==> src/rtl/uart_pkg.sv <==
// Shared types and constants for the UART transmit arbiter.
package uart_pkg;
  localparam int UART_BYTE_W = 8;

  typedef enum logic {
    IDLE   = 1'b0,
    LOCKED = 1'b1
  } arb_state_t;
endpackage

==> src/rtl/uart_tx_arb_rr_pick.sv <==
// Combinational round-robin picker: first valid index strictly after last_owner, wrapping.
module rr_pick
  import uart_pkg::*;
#(
  parameter  int NUM_REQ = 4,
  localparam int IDX_W   = $clog2(NUM_REQ)
) (
  input  logic [NUM_REQ-1:0] valid,
  input  logic [IDX_W-1:0]   last_owner,
  output logic [IDX_W-1:0]   winner,
  output logic               any_valid
);

  logic             found;
  logic [IDX_W-1:0] idx;

  // Offsets 1..NUM_REQ, so last_owner itself is visited last.
  always_comb begin
    winner    = '0;
    found     = 1'b0;
    idx       = '0;
    any_valid = |valid;
    for (int k = 1; k <= NUM_REQ; k++) begin
      idx = IDX_W'((int'(last_owner) + k) % NUM_REQ);
      if (!found && valid[idx]) begin
        winner = idx;
        found  = 1'b1;
      end
    end
  end

endmodule

==> src/rtl/uart_tx_arb.sv <==
// Packet-locking round-robin arbiter feeding one UART transmitter.
// Optional lock timeout compiled in with `define UART_ARB_TIMEOUT_EN.
module uart_tx_arb
  import uart_pkg::*;
#(
  parameter  int NUM_REQ     = 4,
  parameter  int TIMEOUT_CYC = 1023,
  localparam int IDX_W       = $clog2(NUM_REQ)
) (
  input  logic                                  clk,
  input  logic                                  rst_n,
  input  logic [NUM_REQ-1:0]                    req_valid,
  input  logic [NUM_REQ-1:0][UART_BYTE_W-1:0]   req_data,
  input  logic [NUM_REQ-1:0]                    req_last,
  output logic [NUM_REQ-1:0]                    req_ready,
  output logic                                  tx_data_valid,
  output logic [UART_BYTE_W-1:0]                tx_data,
  input  logic                                  tx_data_ready,
  output logic [IDX_W-1:0]                      grant_id,
  output logic                                  busy,
  output logic                                  timeout
);

  arb_state_t       state, state_nxt;
  logic [IDX_W-1:0] last_owner, owner_nxt, grant_nxt;
  logic [IDX_W-1:0] pick_winner;
  logic             pick_any;
  logic             locked, own_valid, own_last, beat, to_hit;

  rr_pick #(.NUM_REQ(NUM_REQ)) u_pick (
    .valid      (req_valid),
    .last_owner (last_owner),
    .winner     (pick_winner),
    .any_valid  (pick_any)
  );

  assign locked    = (state == LOCKED);
  assign own_valid = req_valid[grant_id];
  assign own_last  = req_last[grant_id];
  assign beat      = locked && own_valid && tx_data_ready;

`ifdef UART_ARB_TIMEOUT_EN
  localparam int CNT_W = $clog2(TIMEOUT_CYC + 1);
  logic [CNT_W-1:0] idle_cnt;

  // Fires on the TIMEOUT_CYC-th consecutive idle cycle of the owner.
  assign to_hit = locked && !own_valid && (idle_cnt == CNT_W'(TIMEOUT_CYC - 1));

  always_ff @(posedge clk or negedge rst_n) begin
    if (!rst_n)                          idle_cnt <= '0;
    else if (!locked || own_valid || to_hit) idle_cnt <= '0;
    else                                 idle_cnt <= idle_cnt + 1'b1;
  end
`else
  logic [31:0] unused_timeout_cyc;
  assign unused_timeout_cyc = 32'(TIMEOUT_CYC);
  assign to_hit             = 1'b0;
`endif

  always_ff @(posedge clk or negedge rst_n) begin
    if (!rst_n) begin
      state      <= IDLE;
      grant_id   <= '0;
      last_owner <= IDX_W'(NUM_REQ - 1);
    end else begin
      state      <= state_nxt;
      grant_id   <= grant_nxt;
      last_owner <= owner_nxt;
    end
  end

  always_comb begin
    state_nxt = state;
    grant_nxt = grant_id;
    owner_nxt = last_owner;
    case (state)
      IDLE: begin
        if (pick_any) begin
          state_nxt = LOCKED;
          grant_nxt = pick_winner;
        end
      end
      LOCKED: begin
        if ((beat && own_last) || to_hit) begin
          state_nxt = IDLE;
          owner_nxt = grant_id;
        end
      end
      default: state_nxt = IDLE;
    endcase
  end

  always_comb begin
    req_ready = '0;
    if (locked) req_ready[grant_id] = tx_data_ready;
  end

  assign tx_data_valid = locked && own_valid;
  assign tx_data       = req_data[grant_id];
  assign busy          = locked;
  assign timeout       = to_hit;

endmodule

==> config.mk <==
export PLATFORM = sky130hd
export DESIGN_NAME = uart_tx_arb
export DESIGN_NICKNAME = d
export VERILOG_FILES = /design/src/rtl/uart_pkg.sv /design/src/rtl/uart_tx_arb_rr_pick.sv /design/src/rtl/uart_tx_arb.sv
export SDC_FILE = /design/constraint.sdc
export NUM_CORES = 1
export LEC_CHECK = 0
export BUFFER_PORTS_ARGS = -buffer_cell sky130_fd_sc_hd__buf_2
export CAP_MARGIN = 10
export CORE_UTILIZATION = 32
export CTS_CLUSTER_SIZE = 10
export DETAILED_ROUTE_END_ITERATION = 6
export GPL_TIMING_DRIVEN = 0
export PLACE_DENSITY = 0.75
export RECOVER_POWER = 100
export SETUP_SLACK_MARGIN = 0.5
export SLEW_MARGIN = 20
export SYNTH_ARGS = -nofsm -noshare
export SYNTH_HDL_FRONTEND = slang
export SYNTH_HIERARCHICAL = 1
export SYNTH_SLANG_ARGS = --single-unit
==> constraint.sdc <==
create_clock -name clk -period 1.55 [get_ports clk]
set_input_delay 0.155 -clock clk [delete_from_list [all_inputs] [get_ports clk]]
set_output_delay 0.155 -clock clk [all_outputs]
set_load 0.02 [all_outputs]
## Word level (Yosys, flattened, before mapping)

Index checks and enable logic that the tools add are counted.

- Register bits after elaboration: 5
- Bits in latches: 0
- RAM bits: 0
- Bits in read-only memories: 0
- Bits of input ports: 43
- Output and inout port bits: 17
- Logic and storage cells: 55
- Memories: 0

- Add/subtract/negate cells: 4
- Multiply operators: 0
- Div/mod/pow operators: 0
- Order comparisons: 6
- Equal/unequal tests: 0
- Shift operators: 0
- Muxes and demuxes: 27
- Bitwise operators: 2
- Reduce and logical (&&, ||, !) cells: 13

Operators by type and width:

| kind | count |
|---|---|
| $bmux W8 S2 | 1 |
| $lt A2 B3 Y1 const B | 5 |
| $bmux W1 S2 | 6 |
| $mux W1 | 12 |
| $mux W2 | 4 |
| $mux W8 | 1 |
| $logic_and A1 B1 Y1 | 7 |
| $add A2 B1 Y2 const B | 2 |
| $add A2 B2 Y2 const B | 2 |
| $and A4 B4 Y4 | 1 |
| $mux W4 | 1 |
| $reduce_and A2 Y1 | 2 |
| $reduce_or A4 Y1 | 1 |
| $logic_not A1 Y1 | 3 |
| $demux W1 S2 | 1 |
| $ge A2 B1 Y1 const B | 1 |
| $pmux W1 S2 | 1 |
| $not A1 Y1 | 1 |

## Depth between registers and ports, before layout

Gate-level depths: netlist of the first run.

- Depth after elaboration: 13
- Mapped depth: 6

## By module

Netlist of the first run, hierarchy kept.

Modules (own cells, without submodules):

| module | instances | cells an instance | area an instance (µm²) | sequential area each (µm²) |
|---|---|---|---|---|
| uart_tx_arb | 1 | 46 | 539.3 | 127.6 |
| rr_pick | 1 | 14 | 81.3 | 0.0 |

## Worst setup path before layout of the first run

OpenSTA, ideal clock, no wires.

- Path type: reg-to-reg
- Start: register grant_id[0]
- End: register last_owner[0]
- Library setup time: 0.085 ns
- Arrival: 1.532 ns
- Data required time: 1.465 ns
- Path slack: -0.067 ns
- Cell stages (with the launch flop): 5
- Path buffers: 1
- Clock period less this slack: 1.617 ns
- Path through: dfrtp_1 -> buf_6 -> mux4_2 -> o21ai_2 -> mux2_1

- Longest elaborated chain between the ends: 6
- Elaborated cells between the ends (all ways): 8

RTL lines:

| element | line | text |
|---|---|---|
| from (decl) | uart_tx_arb.sv:19 | `output logic [IDX_W-1:0] grant_id,` |
| from (signal assigned) | uart_tx_arb.sv:67 | `grant_id <= grant_nxt;` |
| $bmux W1 S2 | uart_tx_arb.sv:38 | `assign own_valid = req_valid[grant_id];` |
| $mux W1 (not written as such) | uart_tx_arb.sv:38 |  |
| $logic_and A1 B1 Y1 (2 in a row) | uart_tx_arb.sv:40 | `assign beat = locked && own_valid && tx_data_ready;` |
| $logic_and A1 B1 Y1 | uart_tx_arb.sv:84 | `if ((beat && own_last) \|\| to_hit) begin` |
| $reduce_and A2 Y1 (no source line) | -- |  |
| to (signal assigned) | uart_tx_arb.sv:64 | `last_owner <= IDX_W'(NUM_REQ - 1);` |
| to (signal assigned) | uart_tx_arb.sv:68 | `last_owner <= owner_nxt;` |
| to (decl) | uart_tx_arb.sv:25 | `logic [IDX_W-1:0] last_owner, owner_nxt, grant_nxt;` |

Several ways; a longest one is shown, not always the timed one. The select of a mux whose other input is x is not followed.
A chain may end at the register's enable or synchronous reset.

## Final worst setup path of the first run

Same ends and word-level chain as after synthesis.

==> flow_summary.toml, run 1 <==
[detailed_routing]
routed_wl_mm = 2.99
detail_route.wl_per_cell_um = 18.6
drtPass1Iterations = 4
drtAntennaViolNets = 0
vias_per_cell = 5.39
drc = 0
num_vias = 868
drtIter0Drc = 28

[setup_path]
path_max_fanout = 5
path_common_cell = "buf_4"
cp_top_family = "multiplexers"
end_kind = "flop"
worstPathCellList = "buf_8, buf_4, buf_4, mux2i_1, nor2_1, o21ai_2, mux2_4"
critPathBufInv = 3
critPathMaxStageDelay_ns = 0.41
path_class = "flop to flop"
startpoint_type = "flop"
crit_arrival_ns = 1.84
worst_path_max_delay_cell = "dfrtp_2"
cp.required_ns = 1.72

[placement]
detailed_place_hpwl_mm = 1.66
place_inst = 143
gp_congestion = 0.813
portBuffers = 58
post-place-ws_ns = -0.0907

[finish]
layout_commonest_cell = "buf_2"
nets = 180
layout-drive-gt1-share = 0.787
utilization = 0.730
antenna_cells = 0
area_delta_synth_final_pct = 107
final_cell_mix = "43 x buf_2, 19 x buf_6, 9 x mux4_2, 8 x buf_4, 6 x nand2_1"
finalNonFillerCells = 161
fillers = 139

[power]
p_int_mw = 1.48
irDropWorstVdd_v = 0.00128
pwr-share-comb = 0.815
p_switching_mw = 1.10
switching_share = 0.427
leakagePower_nw = 0.594
powerDensity_nw_per_um2 = 2010
power_frac_clock = 0.059
seq_power_share = 0.126

[logic_synthesis]
ys_types = 28
syn_area_um2 = 621
synth_edf_count = 0
async_flop_share = 1.00
ys.flop_type = "dfrtp_1"
syn_inst = 60
synth_largest_area_cell = "mux4_2"
synth_seq_cells = 5
yosysSeqAreaShare = 0.206
yosys.area.top_type_share = 0.181
syn_nets = 103
avgSynthCellArea_um2 = 10.3
ys_warn_count = 6
synth.area.top_cells = "mux4_2 18%, mux4_1 17%, dfrtp_1 12%"

[sta]
timing.final.ws_setup_ns = -0.121
min_period_ns = 1.67
maxSlewViolCount = 0
rsz0062_at_grt = "true"
clock_skew_ns = 0.000709
setup_violations = 13
fmax_mhz = 599
hold_ws_ns = 0.304
finalHoldViolations = 0
post-route-period-util = 1.08

[job]
drv_cap = 0

[clock_network]
h-tree-depth = 1
cts_tree = "done"
clk_latency_ns = 0.24
cts_made_buffers = 3
clock_path_buffers = 2
root_buffer = "clkbuf_4"
cts_sinks = 5
cts.clk_slew.worst_paths_ns = 0.05

[status]
outcome = "complete, but fails checks"
failed_checks = "negative setup slack"

[min_path]
min-delay-path-class = "input port to asynchronous set/reset pin"

[global_route]
grt_antenna_before_repair = 0
grt_pass1_wl_mm = 3.50
overflow = 0
grt_start_max_net_pins = 11
track_usage = 0.233
grt_pass1_vias = 808

[floorplanning]
die_h_um = 46.0
die_area_um2 = 2120
io_pins = 60
rows = 15
start_util = 0.352
coreArea_um2 = 1760
die_w_um = 46.0
-- timing repair --
action                                  in CTS  in global routing
pin swaps                                    6                  4
setup buffers                               10                  3
endpoints found under the hold margin        5                  0
endpoints found under the setup margin      18                 20
gates resized for setup                     42                 16
hold buffers                                 1                  0
-- layout make-up --
type	instances	area (um2)	share of cell area
multi-input combinational	49	532	0.413
sequential	5	131	0.102
inverter	2	11.3	0.00875
tap	25	31.3	0.0243
timing repair buffer	72	510	0.397
buffer	4	45.0	0.0350
clock buffer	4	26.3	0.0204
-- power by group through the flow --
stage	clock network (mW)	logic, mW	registers [mW]
floorplan	0	0.916	0.335
global placement	0	1.28	0.308
detailed placement	0	1.30	0.311
CTS	0.152	1.84	0.313
global route	0.169	2.22	0.336
finish	0.153	2.10	0.325
-- through the flow --
step | setup TNS [ns] | power, mW | instance area [um2]
after global placement | -0.207 | 1.59 | 987
final | -1.19 | 2.58 | 1290
after global routing | -1.89 | 2.72 | 1290
after floorplan | 0 | 1.25 | 666
after CTS | -1.04 | 2.31 | 1200
after detailed placement | -0.259 | 1.61 | 987
-- final timing paths --
check | from | end | slack, ns | cells after the start
setup / recovery | grant_id[0] | last_owner[0] | -0.12 | 7
hold / removal | rst_n | grant_id[0] | 0.30 | 2
setup reg to reg | grant_id[0] | last_owner[0] | -0.12 | 7
hold reg to reg | last_owner[1] | last_owner[1] | 0.59 | 2
max in group asynchronous | rst_n | last_owner[0] | 0.97 | 2
min in group clk | req_valid[2] | grant_id[0] | 0.31 | 4
-- synth_stat cells, types with 2 or more instances --
cell / number
nand2_1: 6
mux4_2: 5
nor2_1: 5
a21oi_1: 4
mux4_1: 4
dfrtp_1: 3
mux2i_1: 3
nor3_1: 3
o21ai_0: 3
a31oi_1: 2
dfstp_2: 2
inv_1: 2
nand3_1: 2
nor2b_1: 2
-- per-layer routing --
metal / part of all wire / wire, um / vias up / track usage
li1: - / - / 383 / -
met1: 0.33 / 985 / 419 / 0.238
met2: 0.55 / 1650 / 60 / 0.442
met3: 0.11 / 316 / 6 / 0.0754
met4: 0.014 / 42 / 0 / 0.0647
met5: 0 / 0 / - / 0
-- worst register-to-register path: cells and delay by family, from the launching register on --
family / cells / cell delay (ns)
multiplexers: 2 / 0.50
AND/OR/NAND/NOR: 1 / 0.08
flip-flops: 1 / 0.41
buffers and inverters: 3 / 0.42
AO/OA/AOI/OAI: 1 / 0.19
-- logic make-up (layout without fill, tap and decap cells) --
family / count (synthesis) / count (layout) / share of synthesized area
buffers and inverters: 6 / 82 / 0.0564
DFF: 5 / 5 / 0.206
muxes: 14 / 14 / 0.435
AOI/OAI and AO/OA: 12 / 12 / 0.127
other: 1 / 1 / 0.00604
and+or+nand+nor: 22 / 22 / 0.169
-- state kept, by name (all words and copies together), names as in the netlist --
register,cells
busy,1
grant_id,2
last_owner,2
No activity file was read; power rests on OpenSTA's default activity.
==> run 2: changes to the inputs <==
SETUP_SLACK_MARGIN = 0.4   (was 0.5)
==> flow_summary.toml, run 2 (synthesis gave the netlist of run 1 again) <==
[finish]
stdcell_area_um2 = 1240
nets = 176
layout_commonest_cell = "buf_2"
fillers = 133
antenna_cells = 0
layout-drive-gt1-share = 0.773
area_delta_synth_final_pct = 99.2
final_cell_mix = "44 x buf_2, 14 x buf_6, 9 x mux4_2, 7 x buf_4, 5 x nand2_1"
utilization = 0.701

[setup_path]
cp.required_ns = 1.39
path_max_fanout = 6
path_class = "flop to output port"
r2r_slack_ns = -0.08
startpoint_type = "flop"
critPathLaunch = "grant_id[0]"
reg2reg_to = "last_owner[0]"
crit_path_end = "tx_data_valid"
end_kind = "output port"
r2r_cells = 5
crit_arrival_ns = 1.53
rr_startpoint = "grant_id[0]"

[clock_network]
cts_sinks = 5
cts_made_buffers = 3
cts.clk_slew.worst_paths_ns = 0.04
clk_latency_ns = 0.24
clock_path_buffers = 2
h-tree-depth = 1
root_buffer = "clkbuf_4"
cts_tree = "done"

[floorplanning]
coreArea_um2 = 1760
die_h_um = 46.0
start_util = 0.352
die_w_um = 46.0
rows = 15
die_area_um2 = 2120
io_pins = 60

[placement]
post-place-ws_ns = -0.0732
dpl_cell_area_um2 = 987
portBuffers = 58
detailed_place_hpwl_mm = 1.75
gp_congestion = 0.823

[power]
power_frac_clock = 0.060
irDropWorstVdd_v = 0.00132
powerDensity_nw_per_um2 = 1970
seq_power_share = 0.132
switching_share = 0.428
pwr-share-comb = 0.808
p_switching_mw = 1.05
p_int_mw = 1.40
leakagePower_nw = 0.573

[global_route]
track_usage = 0.247
met2_usage = 0.431
grt_use_met1 = 0.259
grt_pass1_vias = 792
grt_start_max_net_pins = 11
grt_pass1_wl_mm = 3.59
top_usage_layer = "met2"
grt_antenna_before_repair = 0
met3_usage = 0.0992
overflow = 0

[detailed_routing]
detail_route.wl_per_cell_um = 17.3
drtAntennaViolNets = 0
num_vias = 830
drtPass1Iterations = 4
routed_wl_mm = 2.71
vias_per_cell = 5.29
drc = 0
drtIter0Drc = 16

[sta]
min_period_ns = 1.68
timing.final.ws_setup_ns = -0.135
rsz0062_at_grt = "true"
maxSlewViolCount = 0
setup_violations = 10
post-route-period-util = 1.09
finalHoldViolations = 0
clock_skew_ns = 0.00257
hold_ws_ns = 0.306
fmax_mhz = 594

[status]
failed_checks = "negative setup slack"
outcome = "complete, but fails checks"

[min_path]
min-delay-path-class = "input port to asynchronous set/reset pin"

[job]
drv_cap = 0
==> run 2: worst max-delay path: stages, from the launching register on <==
cell and delay [ns]:
dfrtp_2 0.36, buf_8 0.12, mux4_2 0.52, and2_4 0.16
buf_6 0.12
==> run 2: worst min-delay path by stage <==
stage	from	endpoint	slack, ns	depth (start not counted)
after global placement	rst_n	busy	-0.03	1
after floorplan	rst_n	busy	-0.14	0
final	rst_n	grant_id[0]	0.31	2
after global routing	req_last[0]	last_owner[1]	0.32	4
after CTS	rst_n	grant_id[0]	0.26	2
after detailed placement	rst_n	busy	-0.03	1
==> run 2: power by group through the flow <==
stage / sequential, mW / combinational, mW / clock [mW]
final: 0.323 / 1.97 / 0.146
after global routing: 0.333 / 2.09 / 0.167
after CTS: 0.314 / 1.83 / 0.154
after detailed placement: 0.310 / 1.30 / 0
after global placement: 0.307 / 1.28 / 0
after floorplan: 0.335 / 0.916 / 0
==> run 2: final cells by class <==
| type | instances | area [um2] | area share |
|---|---|---|---|
| Tap cell | 25 | 31.3 | 0.0253 |
| Timing Repair Buffer | 68 | 472 | 0.382 |
| Buffer | 4 | 45.0 | 0.0364 |
| Sequential cell | 5 | 130 | 0.105 |
| Multi-Input combinational cell | 49 | 520 | 0.421 |
| Clock buffer | 4 | 26.3 | 0.0213 |
| Inverter | 2 | 11.3 | 0.00911 |
==> run 2: per-layer routing <==
| metal | wire, um | vias to the layer above |
|---|---|---|
| li1 | - | 374 |
| met1 | 987 | 397 |
| met2 | 1390 | 53 |
| met3 | 271 | 6 |
| met4 | 64 | 0 |
| met5 | 0 | - |
==> run 2: repair_timing <==
action / 4_1_cts / 5_1_grt
hold endpoints to repair: 5 / 0
hold buffers: 1 / 0
setup endpoints to repair: 18 / 18
gates resized for setup: 43 / 7
setup buffers: 7 / 2
pin swaps: 2 / 5
==> run 2: per-stage QoR <==
step / std cells / total power, mW / TNS (ns)
floorplan: 60 / 1.25 / 0
global placement: 143 / 1.59 / -0.202
detailed placement: 143 / 1.61 / -0.195
CTS: 155 / 2.30 / -0.924
global route: 157 / 2.59 / -1.64
finish: 157 / 2.44 / -0.959
==> run 3: changes to the inputs <==
CORE_MARGIN = 3   (was unset)
SYNTH_HIERARCHICAL = unset   (was 1)
==> flow_summary.toml, run 3 <==
[status]
outcome = "complete, but fails checks"
failed_checks = "negative setup slack"

[finish]
nets = 176
area_delta_synth_final_pct = 104
layout-drive-gt1-share = 0.788
finalNonFillerCells = 157
antenna_cells = 0
layout_commonest_cell = "buf_2"
final_cell_mix = "44 x buf_2, 13 x buf_6, 10 x mux4_2, 9 x buf_4"

[sta]
hold_ws_ns = 0.279
fin_tns_setup_ns = -1.12
timing.final.ws_setup_ns = -0.126
setup_violations = 14
min_period_ns = 1.68
finalHoldViolations = 0
rsz0062_at_grt = "true"
clock_skew_ns = 0.00756
maxSlewViolCount = 0
worstMarginPinSlew_ns = 0.491
post-route-period-util = 1.08
fmax_mhz = 597
slew_headroom = 0.670

[logic_synthesis]
synth.area.top_cells = "mux4_2 33%, dfrtp_1 12%, dfstp_2 8.6%"
ys_warn_count = 0
yosysSeqAreaShare = 0.209
async_flop_share = 1.00
ys.flop_type = "dfrtp_1"
ys_types = 27
synth_edf_count = 0
syn_nets = 103
syn_area_um2 = 612
synth_seq_cells = 5
avgSynthCellArea_um2 = 10.2
yosys.area.top_type_share = 0.331
syn_inst = 60
synth.most_common_cell = "mux4_2"
synth_common_cells = "9 x mux4_2, 6 x o21ai_0, 5 x nand2_1, 4 x nor2_1"
synth_largest_area_cell = "mux4_2"

[power]
powerDensity_nw_per_um2 = 1890
leakagePower_nw = 0.580
irDropWorstVdd_v = 0.000853

[setup_path]
path_class = "flop to output port"
reg2reg_to = "last_owner[0]"
cp_num_cells = 4
crit_path_end = "tx_data[5]"
worst_path_max_delay_cell = "mux4_2"
end_kind = "output port"
r2r_slack_ns = -0.03
rr_startpoint = "grant_id[1]"
cp_top_family = "multiplexers"
critPathMaxStageDelay_ns = 0.50
startpoint_type = "flop"
r2r_cells = 4
cp.required_ns = 1.39
critPathLaunch = "grant_id[0]"
crit_arrival_ns = 1.52
path_max_fanout = 7
critPathBufInv = 3
path_common_cell = "buf_8"
worstPathCellList = "buf_8, buf_8, mux4_2, buf_6"

[placement]
detailed_place_hpwl_mm = 1.60
post-place-ws_ns = -0.0433
portBuffers = 58
gp_congestion = 0.814
place_inst = 143

[detailed_routing]
drtAntennaViolNets = 0
num_vias = 810
vias_per_cell = 5.16
drtPass1Iterations = 4
detail_route.wl_per_cell_um = 15.6
drc = 0
drtIter0Drc = 22
routed_wl_mm = 2.45

[floorplanning]
die_h_um = 49.7
start_util = 0.347
coreArea_um2 = 1760
die_area_um2 = 2470
io_pins = 60
die_w_um = 49.7
rows = 15

[global_route]
grt_pass1_wl_mm = 3.77
track_usage = 0.202
grt_antenna_before_repair = 0
grt_pass1_vias = 798
grt_start_max_net_pins = 11
overflow = 0

[clock_network]
root_buffer = "clkbuf_4"
cts_tree = "done"
clock_path_buffers = 2
cts_sinks = 5
cts_made_buffers = 3
clk_latency_ns = 0.26
cts.clk_slew.worst_paths_ns = 0.05
h-tree-depth = 1

[min_path]
min-delay-path-class = "input port to flop"

[job]
drv_cap = 0
## run 3: cell count changes in the layout (fill, tap and decap cells not counted), sizes merged, moves of 2 or more
cell	change
a21oi	-2
inv	+2
mux2i	-2
o21ai	+2
nand2b	+2
buf	+2
## run 3: cells by family (layout without fill, tap and decap cells)
family | Yosys count | count (layout) | share of synthesized area
and+or+nand+nor | 20 | 20 | 0.166
DFF | 5 | 5 | 0.209
buffers and inverters | 8 | 80 | 0.0593
AOI/OAI and AO/OA | 12 | 12 | 0.115
muxes | 14 | 14 | 0.446
other | 1 | 1 | 0.00613
## run 3: what timing repair did
action	4_1_cts	5_1_grt
pin swaps	4	5
setup buffers	7	2
hold buffers	1	0
gates resized for setup	40	12
hold endpoints to repair	5	0
endpoints found under the setup margin	18	19
## run 3: layout make-up
| type | count | area (um2) |
|---|---|---|
| well taps | 25 | 31.3 |
| plain buffers | 5 | 60.1 |
| fillers | 137 | 514 |
| multi-input cells | 47 | 519 |
| repair buffers | 68 | 468 |
| inverters | 3 | 13.8 |
| flip-flops and latches | 5 | 131 |
| clock buffers | 4 | 26.3 |
## run 3: worst min-delay path by stage
stage	startpoint	cells past startpoint	slack, ns	end
after global placement	rst_n	1	-0.03	busy
after global routing	req_valid[2]	4	0.31	grant_id[1]
final	req_valid[0]	3	0.28	busy
after floorplan	rst_n	0	-0.14	busy
after detailed placement	rst_n	1	-0.03	busy
after CTS	rst_n	2	0.25	grant_id[0]
## run 3: routing by layer
layer	global-route usage	wire, um	up-vias
met2	0.366	1480	21
li1	-	-	377
met5	0	0	-
met3	0.0634	107	2
met4	0.0323	24	0
met1	0.233	838	410
## run 3: worst register-to-register path, stage by stage (launching register included)
cell and delay [ns]:
dfrtp_2 0.44, inv_4 0.07, mux4_2 0.53, nor3_4 0.15
mux2_4 0.32
## run 3: where the power goes
part,total (mW),internal (mW),switching (mW)
Sequential,0.306,0.214,0.0918
Clock,0.166,0.0983,0.0678
Combinational,1.89,1.06,0.836
## run 3: stage by stage
stage / utilization / area (um2) / power (mW)
final: 0.709 / 1250 / 2.36
after detailed placement: 0.559 / 986 / 1.56
after global placement: 0.559 / 986 / 1.54
after floorplan: - / 664 / 1.22
after CTS: 0.679 / 1200 / 2.20
after global routing: 0.709 / 1250 / 2.50
